File: config.mk
export PLATFORM = sky130hd
export DESIGN_NAME = serial_adder_flat
export DESIGN_NICKNAME = d
export VERILOG_FILES = /design/src/rtl/serial_adder_if.sv /design/src/rtl/serial_adder.sv /design/src/flat_wrapper.sv
export SDC_FILE = /design/constraint.sdc
export NUM_CORES = 1
export LEC_CHECK = 0
export ABC_CLOCK_PERIOD_IN_PS = 1300
export CAP_MARGIN = 30
export CORE_AREA = 4 4 68 70
export DETAILED_ROUTE_END_ITERATION = 6
export DIE_AREA = 0 0 72 74
export PLACE_DENSITY_LB_ADDON = 0.15
export SLEW_MARGIN = 5
export SYNTH_ARGS = -nofsm -noshare
export SYNTH_HDL_FRONTEND = slang
export SYNTH_SLANG_ARGS = --single-unit
File: constraint.sdc
create_clock -name clk -period 1.3 [get_ports clk]
set_input_delay 0.325 -clock clk [delete_from_list [all_inputs] [get_ports clk]]
set_output_delay 0.325 -clock clk [all_outputs]
set_load 0.005 [all_outputs]
File: src/rtl/serial_adder_if.sv
// rtl/serial_adder_if.sv - operand/result handshake bundle for serial_adder
// The sub signal exists only when SERIAL_ADDER_SUB_EN is defined.
interface serial_adder_if #(
   parameter int WIDTH = 8
);
   logic             in_valid;
   logic             in_ready;
   logic [WIDTH-1:0] a;
   logic [WIDTH-1:0] b;
   logic             cin;
   logic             out_valid;
   logic             out_ready;
   logic [WIDTH-1:0] sum;
   logic             carry;
   logic             busy;
`ifdef SERIAL_ADDER_SUB_EN
   logic             sub;

   modport master (
      output in_valid, a, b, cin, sub, out_ready,
      input  in_ready, out_valid, sum, carry, busy
   );
   modport slave (
      input  in_valid, a, b, cin, sub, out_ready,
      output in_ready, out_valid, sum, carry, busy
   );
`else
   modport master (
      output in_valid, a, b, cin, out_ready,
      input  in_ready, out_valid, sum, carry, busy
   );
   modport slave (
      input  in_valid, a, b, cin, out_ready,
      output in_ready, out_valid, sum, carry, busy
   );
`endif
endinterface

File: src/rtl/serial_adder.sv
// rtl/serial_adder.sv - bit-serial adder, one full-adder evaluation per cycle, LSB first
// Defining SERIAL_ADDER_SUB_EN adds a sub input that computes a + ~b + 1.
module serial_adder #(
   parameter int WIDTH = 8
) (
   input logic           clk,
   input logic           rst,
   serial_adder_if.slave bus
);
   localparam int CW = (WIDTH > 2) ? $clog2(WIDTH) : 1;
   localparam logic [CW-1:0] LAST = CW'(WIDTH - 1);

   typedef enum logic [1:0] {
      IDLE,
      RUN,
      DONE
   } state_t;

   state_t           state;
   logic [WIDTH-1:0] a_sr;
   logic [WIDTH-1:0] b_sr;
   logic [WIDTH-1:0] sum_sr;
   logic [CW-1:0]    count;
   logic             carry_reg;
   logic             fa_sum;
   logic             fa_carry;

   function automatic logic [1:0] full_adder(input logic x, input logic y, input logic ci);
      return {(x & y) | (x & ci) | (y & ci), x ^ y ^ ci};
   endfunction

   // The single adder cell: carry_reg closes the loop from one bit to the next.
   always_comb begin
      {fa_carry, fa_sum} = full_adder(a_sr[0], b_sr[0], carry_reg);
   end

   always_ff @(posedge clk or posedge rst) begin
      if (rst) begin
         state         <= IDLE;
         a_sr          <= '0;
         b_sr          <= '0;
         sum_sr        <= '0;
         count         <= '0;
         carry_reg     <= 1'b0;
         bus.in_ready  <= 1'b1;
         bus.out_valid <= 1'b0;
         bus.sum       <= '0;
         bus.carry     <= 1'b0;
         bus.busy      <= 1'b0;
      end else begin
         case (state)
            IDLE: begin
               if (bus.in_valid) begin
                  a_sr         <= bus.a;
`ifdef SERIAL_ADDER_SUB_EN
                  b_sr         <= bus.sub ? ~bus.b : bus.b;
                  carry_reg    <= bus.sub ? 1'b1 : bus.cin;
`else
                  b_sr         <= bus.b;
                  carry_reg    <= bus.cin;
`endif
                  count        <= '0;
                  bus.in_ready <= 1'b0;
                  bus.busy     <= 1'b1;
                  state        <= RUN;
               end
            end
            RUN: begin
               a_sr      <= a_sr >> 1;
               b_sr      <= b_sr >> 1;
               sum_sr    <= {fa_sum, sum_sr[WIDTH-1:1]};
               carry_reg <= fa_carry;
               count     <= count + CW'(1);
               // The last bit lands straight in the output register, saving a cycle.
               if (count == LAST) begin
                  bus.sum       <= {fa_sum, sum_sr[WIDTH-1:1]};
                  bus.carry     <= fa_carry;
                  bus.out_valid <= 1'b1;
                  state         <= DONE;
               end
            end
            DONE: begin
               if (bus.out_ready) begin
                  bus.out_valid <= 1'b0;
                  bus.in_ready  <= 1'b1;
                  bus.busy      <= 1'b0;
                  state         <= IDLE;
               end
            end
            default: state <= IDLE;
         endcase
      end
   end
endmodule
File: src/flat_wrapper.sv
// flat-port wrapper written by rule: the top's interface ports become plain ports
module serial_adder_flat 
#(
   parameter int WIDTH = 8
)
  (clk, rst, bus_in_valid, bus_a, bus_b, bus_cin, bus_out_ready, bus_in_ready, bus_out_valid, bus_sum, bus_carry, bus_busy);
  serial_adder_if #(.WIDTH(WIDTH)) bus_i ();
  input logic clk;
  input logic rst;
  input wire logic [$bits(bus_i.in_valid)-1:0] bus_in_valid;
  input wire logic [$bits(bus_i.a)-1:0] bus_a;
  input wire logic [$bits(bus_i.b)-1:0] bus_b;
  input wire logic [$bits(bus_i.cin)-1:0] bus_cin;
  input wire logic [$bits(bus_i.out_ready)-1:0] bus_out_ready;
  output wire logic [$bits(bus_i.in_ready)-1:0] bus_in_ready;
  output wire logic [$bits(bus_i.out_valid)-1:0] bus_out_valid;
  output wire logic [$bits(bus_i.sum)-1:0] bus_sum;
  output wire logic [$bits(bus_i.carry)-1:0] bus_carry;
  output wire logic [$bits(bus_i.busy)-1:0] bus_busy;
  assign bus_i.in_valid = bus_in_valid;
  assign bus_i.a = bus_a;
  assign bus_i.b = bus_b;
  assign bus_i.cin = bus_cin;
  assign bus_i.out_ready = bus_out_ready;
  assign bus_in_ready = bus_i.in_ready;
  assign bus_out_valid = bus_i.out_valid;
  assign bus_sum = bus_i.sum;
  assign bus_carry = bus_i.carry;
  assign bus_busy = bus_i.busy;
  serial_adder #(.WIDTH(WIDTH)) u_core (.clk(clk), .rst(rst), .bus(bus_i));
endmodule
==> impl_results.md, run 1 <==
* Status: finished with violations
* Failing checks: negative setup slack
* Register-to-Register Path Depth at 4
* Iteration-0 DRC count of the detailed router at 103
* Final #Nets at 250
* Reg2Reg Setup Slack at -0.01 ns
* Final Wtd Congestion at 0.791
* Most frequent cells in the layout: 40 x dfrtp_1, 26 x o22ai_1, 25 x nand2_1
* Finished Cell Area at 2580 sq um
* Setup violators final at 5
* Slew Viols, Final at 0
* Kind of critical path: flop to flop
* Die ar. at 5330 sq um
* Cts bufs inserted at 5
* Fmax achieved at 0.762 GHz
* Fin crit share at 101%
* Final Hold Fails at 0
* First-pass GRT wire length at 7090 um
* WL final at 4110 um
* Tmin final at 1.31 ns
* Synth warnings at 0
* Ports at 33
* Worst EP arrival at 1.49 ns
* Crit end category: flop
* Clk Tree Root Cell: clkbuf_8
* Skew-Pair Late Insertion Delay at 0.30 ns
* Post-synthesis sequential area ratio at 56.6%
* FF+latch count, synth at 41
* DP Worst Slack at -0.221 ns
* Syn Inst Count at 166
* First-pass DRT Iterations at 4
* Min-Delay Path Class: input port to async pin
* Share of cells above drive strength 1 at 27.3%
* Slew headroom at 75.9%
* Fin Clk Skew at 0.0128 ns
* Worst path cell trace: ha_2 -> ha_4 -> nand2_8 -> mux2_4
* R2R Path Start: u_core.count[1]$_DFFE_PP0P_
* CTS tree: yes
* Critical path data required time at 1.48 ns
* Avg WL per Cell at 14.8 um
* Cell variety after synth at 24
* Crit path largest cell delay at 0.40 ns
* CP max stage cell: dfrtp_1
* PD cells at 2150 nW/um^2
* Mean area per synthesized cell at 10.9 sq um
* Final setup TNS at -0.0464 ns
* Syn_nets at 190
* Post-route ant nets at 0
* Worst setup SP type: flop
* Max Cap Viol at 0
* HPWL Detailed at 2680 um
* Starting density of the core at 45.7%
* Sink Count at 41
* Diode count at 0
* Max Root-Sink Buffers at 2
* Row cnt at 23
* Total global routing overflow at 0
* Final worst slack at -0.0127 ns
* Core area at 3970 sq um
* RSZ-0062 raised after global routing: yes
* Initial antenna violation count at 0
* R2R Path End: u_core.bus.sum[0]$_DFFE_PP0P_
* I/O Buffers at 32
* Pleak at 1.17 nW
* Via density at 5.39
* Top flop regs: u_core.a_sr (8), u_core.b_sr (8), u_core.bus.sum (8)
* Synthesis-to-layout area growth at 42.3%
* Crit Path Max Fanout at 5
* Most common library cell in the layout ignoring fill and taps: dfrtp_1
* # DRC at 0
* Htree depth at 2
* Largest net degree at the start of global routing at 42
* Placement Cell Area at 2310 sq um
* Tot GR Track Use at 17.2%
* Die Wd at 72 um
* Post-synth design cell area at 1810 sq um
* Clock slew at reported path FFs at 0.09 ns
* Max VDD drop at 0.937 mV
* Worst slew pin tran at 0.356 ns
* Total number of vias at 1493
* Vias in the first global route at 1465
* Die height at 74 um
[per-stage QoR]
stage	power [mW]	hold slack, ns	utilization [%]	cells
floorplan	3.51	0.411	-	166
global placement	4.29	0.465	58.2	254
detailed placement	4.39	0.481	58.2	254
CTS	5.38	0.403	62.6	272
global route	5.98	0.407	65.0	277
finish	5.56	0.394	65.0	277
[metal layers]
metal | vias to the layer above | global-route usage (%) | share of wire, %
met5 | - | 0 | 0
met4 | 0 | 5.43 | 1.1
met3 | 7 | 4.19 | 5.4
met2 | 40 | 26.5 | 48
met1 | 729 | 24.1 | 46
li1 | 717 | - | -
[final cells by class]
type	count	area (sq um)
well taps	50	62.6
repair buffers	62	603
fillers	329	1390
flip-flops and latches	41	1030
multi-input cells	112	779
clock inverters	3	25.0
clock buffers	5	68.8
inverters	4	15.0
[worst max-delay path by stage]
stage,slack (ns),from,depth (start not counted),end
4_1_cts,-0.02,u_core.count[1]$_DFFE_PP0P_,4,u_core.bus.sum[0]$_DFFE_PP0P_
2_1_floorplan,0.003,u_core.count[0]$_DFFE_PP0P_,4,u_core.bus.carry$_DFFE_PP0P_
3_5_place_dp,-0.22,bus_in_valid,5,u_core.b_sr[7]$_DFFE_PP0P_
6_report,-0.01,u_core.count[1]$_DFFE_PP0P_,4,u_core.bus.sum[0]$_DFFE_PP0P_
5_1_grt,-0.04,u_core.count[1]$_DFFE_PP0P_,4,u_core.bus.sum[1]$_DFFE_PP0P_
3_3_place_gp,-0.17,bus_in_valid,5,u_core.b_sr[7]$_DFFE_PP0P_
[cell families after synthesis]
family	synth area share, %
AOI/OAI and AO/OA	19.0
adders and majority gates	2.48
buffers and inverters	4.07
DFF	56.6
muxes	7.45
and+or+nand+nor	10.3
[critical path, delay by kind of cell (launching register included)]
| kind | cells | cell delay [ns] |
|---|---|---|
| adders and majority gates | 2 | 0.39 |
| DFF | 1 | 0.40 |
| muxes | 1 | 0.30 |
| and+or+nand+nor | 1 | 0.10 |
[report_power, final]
group	leakage (nW)	switching [mW]	internal [mW]
registers	0.492	0.378	1.82
logic	0.629	1.10	1.40
clock network	0.0447	0.473	0.388
total	1.17	1.95	3.61
[what timing repair did]
| action | in CTS | in global routing |
|---|---|---|
| buffers inserted | 9 | 5 |
| gates cloned | 1 | 0 |
| gates resized for setup | 19 | 20 |
| endpoints found under the setup margin | 21 | 36 |
| hold buffers | 0 | 0 |
| pin swaps | 0 | 1 |
[cells in the mapped netlist, drive strengths merged]
cell type / n / area, sq um
ha: 2 / 25.0
a21oi: 21 / 105
buf: 10 / 58.8
nor4b: 1 / 8.76
o22ai: 28 / 175
nand2: 26 / 114
fa: 1 / 20.0
nor3: 1 / 5.00
nand2b: 4 / 25.0
dfstp: 1 / 26.3
o31ai: 1 / 7.51
inv: 4 / 15.0
or2: 1 / 6.26
nor2: 4 / 15.0
and2b: 1 / 7.51
o21ai: 8 / 40.0
dfrtp: 40 / 1000
nor2b: 1 / 6.26
a22o: 2 / 17.5
mux2: 9 / 135
No activity file was read; power rests on OpenSTA's default activity.
==> run 2, diff against run 1 <==
--- a/config.mk
+++ b/config.mk
@@ -7,11 +7,12 @@
 export LEC_CHECK = 0
 export ABC_CLOCK_PERIOD_IN_PS = 1300
 export CAP_MARGIN = 30
-export CORE_AREA = 4 4 68 70
+export CORE_AREA = 4 4 69 71
 export DETAILED_ROUTE_END_ITERATION = 6
-export DIE_AREA = 0 0 72 74
+export DIE_AREA = 0 0 73 75
 export PLACE_DENSITY_LB_ADDON = 0.15
 export SLEW_MARGIN = 5
 export SYNTH_ARGS = -nofsm -noshare
 export SYNTH_HDL_FRONTEND = slang
 export SYNTH_SLANG_ARGS = --single-unit
+export TNS_END_PERCENT = 1
==> run 2 against run 1 <==
  * The flow still finishes with violations (negative setup slack)
  * Utilization fell by 6.5 points
  * Fmax decreased by 0.62%
  * Sequential cell count did not move
==> impl_results.md, run 2 (same netlist as run 1, synthesis figures left out) <==
* Status: finished with violations
* Final #Nets at 239 (-4.4%)
* Skew-Pair Late Insertion Delay at 0.29 ns (about the same)
* Row cnt at 24 (+4.3%)
* Tot GR Track Use at 15.7% (-1.5 points)
* Critical path data required time at 1.48 ns (about the same)
* Clock slew at reported path FFs at 0.07 ns (-0.02 ns)
* Final worst slack at -0.0209 ns (-0.00814 ns)
* First-pass DRT Iterations at 4 (unchanged)
* Total global routing overflow at 0 (unchanged)
* Iteration-0 DRC count of the detailed router at 70 (-32%)
* Met2 GRT Util at 26.2% (-0.31 points)
* Setup violators final at 9 (+4)
* Clk Tree Root Cell: clkbuf_8
* Avg WL per Cell at 15.0 um (+1.1%)
* M1 GR Usage at 19.5% (-4.7 points)
* Htree depth at 2 (unchanged)
* Max Cap Viol at 0 (unchanged)
* # fillers at 367 (+12%)
* Fin crit share at 102% (+0.63 points)
* Top flop regs: u_core.a_sr (8), u_core.b_sr (8), u_core.bus.sum (8)
* Most common library cell in the layout ignoring fill and taps: dfrtp_1
* RSZ-0062 raised after global routing: yes
* Post-route ant nets at 0 (unchanged)
* Share of cells above drive strength 1 at 21.3% (-6.0 points)
* CP max stage cell: fa_1
* Max VDD drop at 0.731 mV (-22%)
* Pleak at 1.12 nW (-4.2%)
* Worst EP arrival at 1.50 ns (about the same)
* DP Cell Count at 256 (+0.79%)
* Final Wtd Congestion at 0.773 (-2.2%)
* Die Wd at 73 um (+1.4%)
* Slew headroom at 78.2% (+2.3 points)
* First-pass GRT wire length at 6580 um (-7.2%)
* PD cells at 2140 nW/um^2 (-0.42%)
* Die ar. at 5480 sq um (+2.8%)
* Starting density of the core at 42.8% (-2.8 points)
* Most used routing layer: met2
* Min-Delay Path Class: input port to async pin
* Slew Viols, Final at 0 (unchanged)
* Met3 Usage GRT at 4.27% (+0.083 points)
* Kind of critical path: flop to flop
* Sink Count at 41 (unchanged)
* WL final at 4020 um (-2.2%)
* Largest net degree at the start of global routing at 42 (unchanged)
* Via density at 5.41 (+0.45%)
* HPWL Detailed at 2760 um (+3.0%)
* Non-filler cells, final at 268 (-3.2%)
* I/O Buffers at 32 (unchanged)
* Fin Clk Skew at 0.00374 ns (-0.00908 ns)
* CTS tree: yes
* # DRC at 0 (unchanged)
* Vias in the first global route at 1417 (-3.3%)
* Most frequent cells in the layout: 40 x dfrtp_1, 25 x nand2_1, 24 x o22ai_1
* Core area at 4230 sq um (+6.6%)
* Power consumption at 5.31 mW (-4.4%)
* Total number of vias at 1451 (-2.8%)
* Die height at 75 um (+1.4%)
* Worst slew pin tran at 0.322 ns (-0.0341 ns)
* Worst setup SP type: flop
* Failing checks: negative setup slack
* Max Root-Sink Buffers at 2 (unchanged)
* DP Worst Slack at -0.216 ns (+0.00545 ns)
* Cts bufs inserted at 5 (unchanged)
* Final Hold Fails at 0 (unchanged)
* Diode count at 0 (unchanged)
* Initial antenna violation count at 0 (unchanged)
* Worst path cell trace: fa_1 -> mux2_4
* Crit Path Max Fanout at 2 (-3)
* Crit end category: flop
* Crit path largest cell delay at 0.52 ns (+0.12 ns)
* Hold buffer count at CTS at 0 (unchanged)
* Ports at 33 (unchanged)
* Synthesis-to-layout area growth at 36.6%
* Fmax achieved at 0.757 GHz (-0.62%)
* Tmin final at 1.32 ns (+0.00814 ns)
[run 2: cell count changes in the layout (fill, tap and decap cells not counted), sizes merged]
cell | before | now
buf | 31 | 20
clkinvlp | 1 | 0
inv | 5 | 4
dlygate4sd2 | 2 | 5
clkinv | 1 | 0
clkdlybuf4s15 | 9 | 6
clkbuf | 5 | 8
[run 2: routing by layer]
layer / part of all wire [%] / routed length [um]
met1: 44 / 1780
met2: 49 / 1980
met3: 4.6 / 183
met4: 1.7 / 68
met5: 0 / 0
[run 2: path summary, 6_finish.rpt]
path,endpoint,start,cells after the start,slack [ns]
setup reg to reg,u_core.bus.sum[7]$_DFFE_PP0P_,u_core.carry_reg$_DFFE_PP0P_,2,-0.02
hold / removal,u_core.bus.sum[7]$_DFFE_PP0P_,rst,3,0.38
max in group asynchronous,u_core.bus.in_ready$_DFFE_PP1P_,rst,3,0.65
setup / recovery,u_core.bus.sum[7]$_DFFE_PP0P_,u_core.carry_reg$_DFFE_PP0P_,2,-0.02
min in group clk,u_core.sum_sr[1]$_DFFE_PP0N_,u_core.sum_sr[1]$_DFFE_PP0N_,2,0.49
hold reg to reg,u_core.sum_sr[1]$_DFFE_PP0N_,u_core.sum_sr[1]$_DFFE_PP0N_,2,0.49
[run 2: layout make-up]
cell class              instances  area, sq um  area share (%)
multi-input cells             112          774            31.3
flip-flops and latches         41         1030            41.5
inverters                       4         15.0           0.606
repair buffers                 51          515            20.8
well taps                      52         65.1            2.63
clock buffers                   8         80.1            3.23
[run 2: critical path, delay by kind of cell, from the launching register on]
kind,cells,cell delay (ns)
muxes,1,0.28
adders and majority gates,1,0.52
DFF,1,0.41
[run 2: repair_timing]
action                     4_1_cts  5_1_grt
gates cloned                     0        1
pin swaps                        2        3
setup endpoints to repair       21       30
gates resized for setup         18       14
buffers inserted                 2        1
[run 2: metrics by stage]
| step | util, % | instance area, sq um | TNS (ns) | hold WS [ns] |
|---|---|---|---|---|
| finish | 58.5 | 2480 | -0.0909 | 0.379 |
| global route | 58.5 | 2480 | -0.356 | 0.421 |
| CTS | 56.8 | 2400 | -0.199 | 0.388 |
| detailed placement | 54.6 | 2310 | -4.03 | 0.483 |
| global placement | 54.6 | 2310 | -3.34 | 0.463 |
| floorplan | - | 1820 | 0 | 0.411 |
[run 2: where the power goes]
group | switching (mW) | internal [mW]
clock | 0.410 | 0.381
combinational | 1.03 | 1.25
sequential | 0.416 | 1.83
total | 1.86 | 3.45
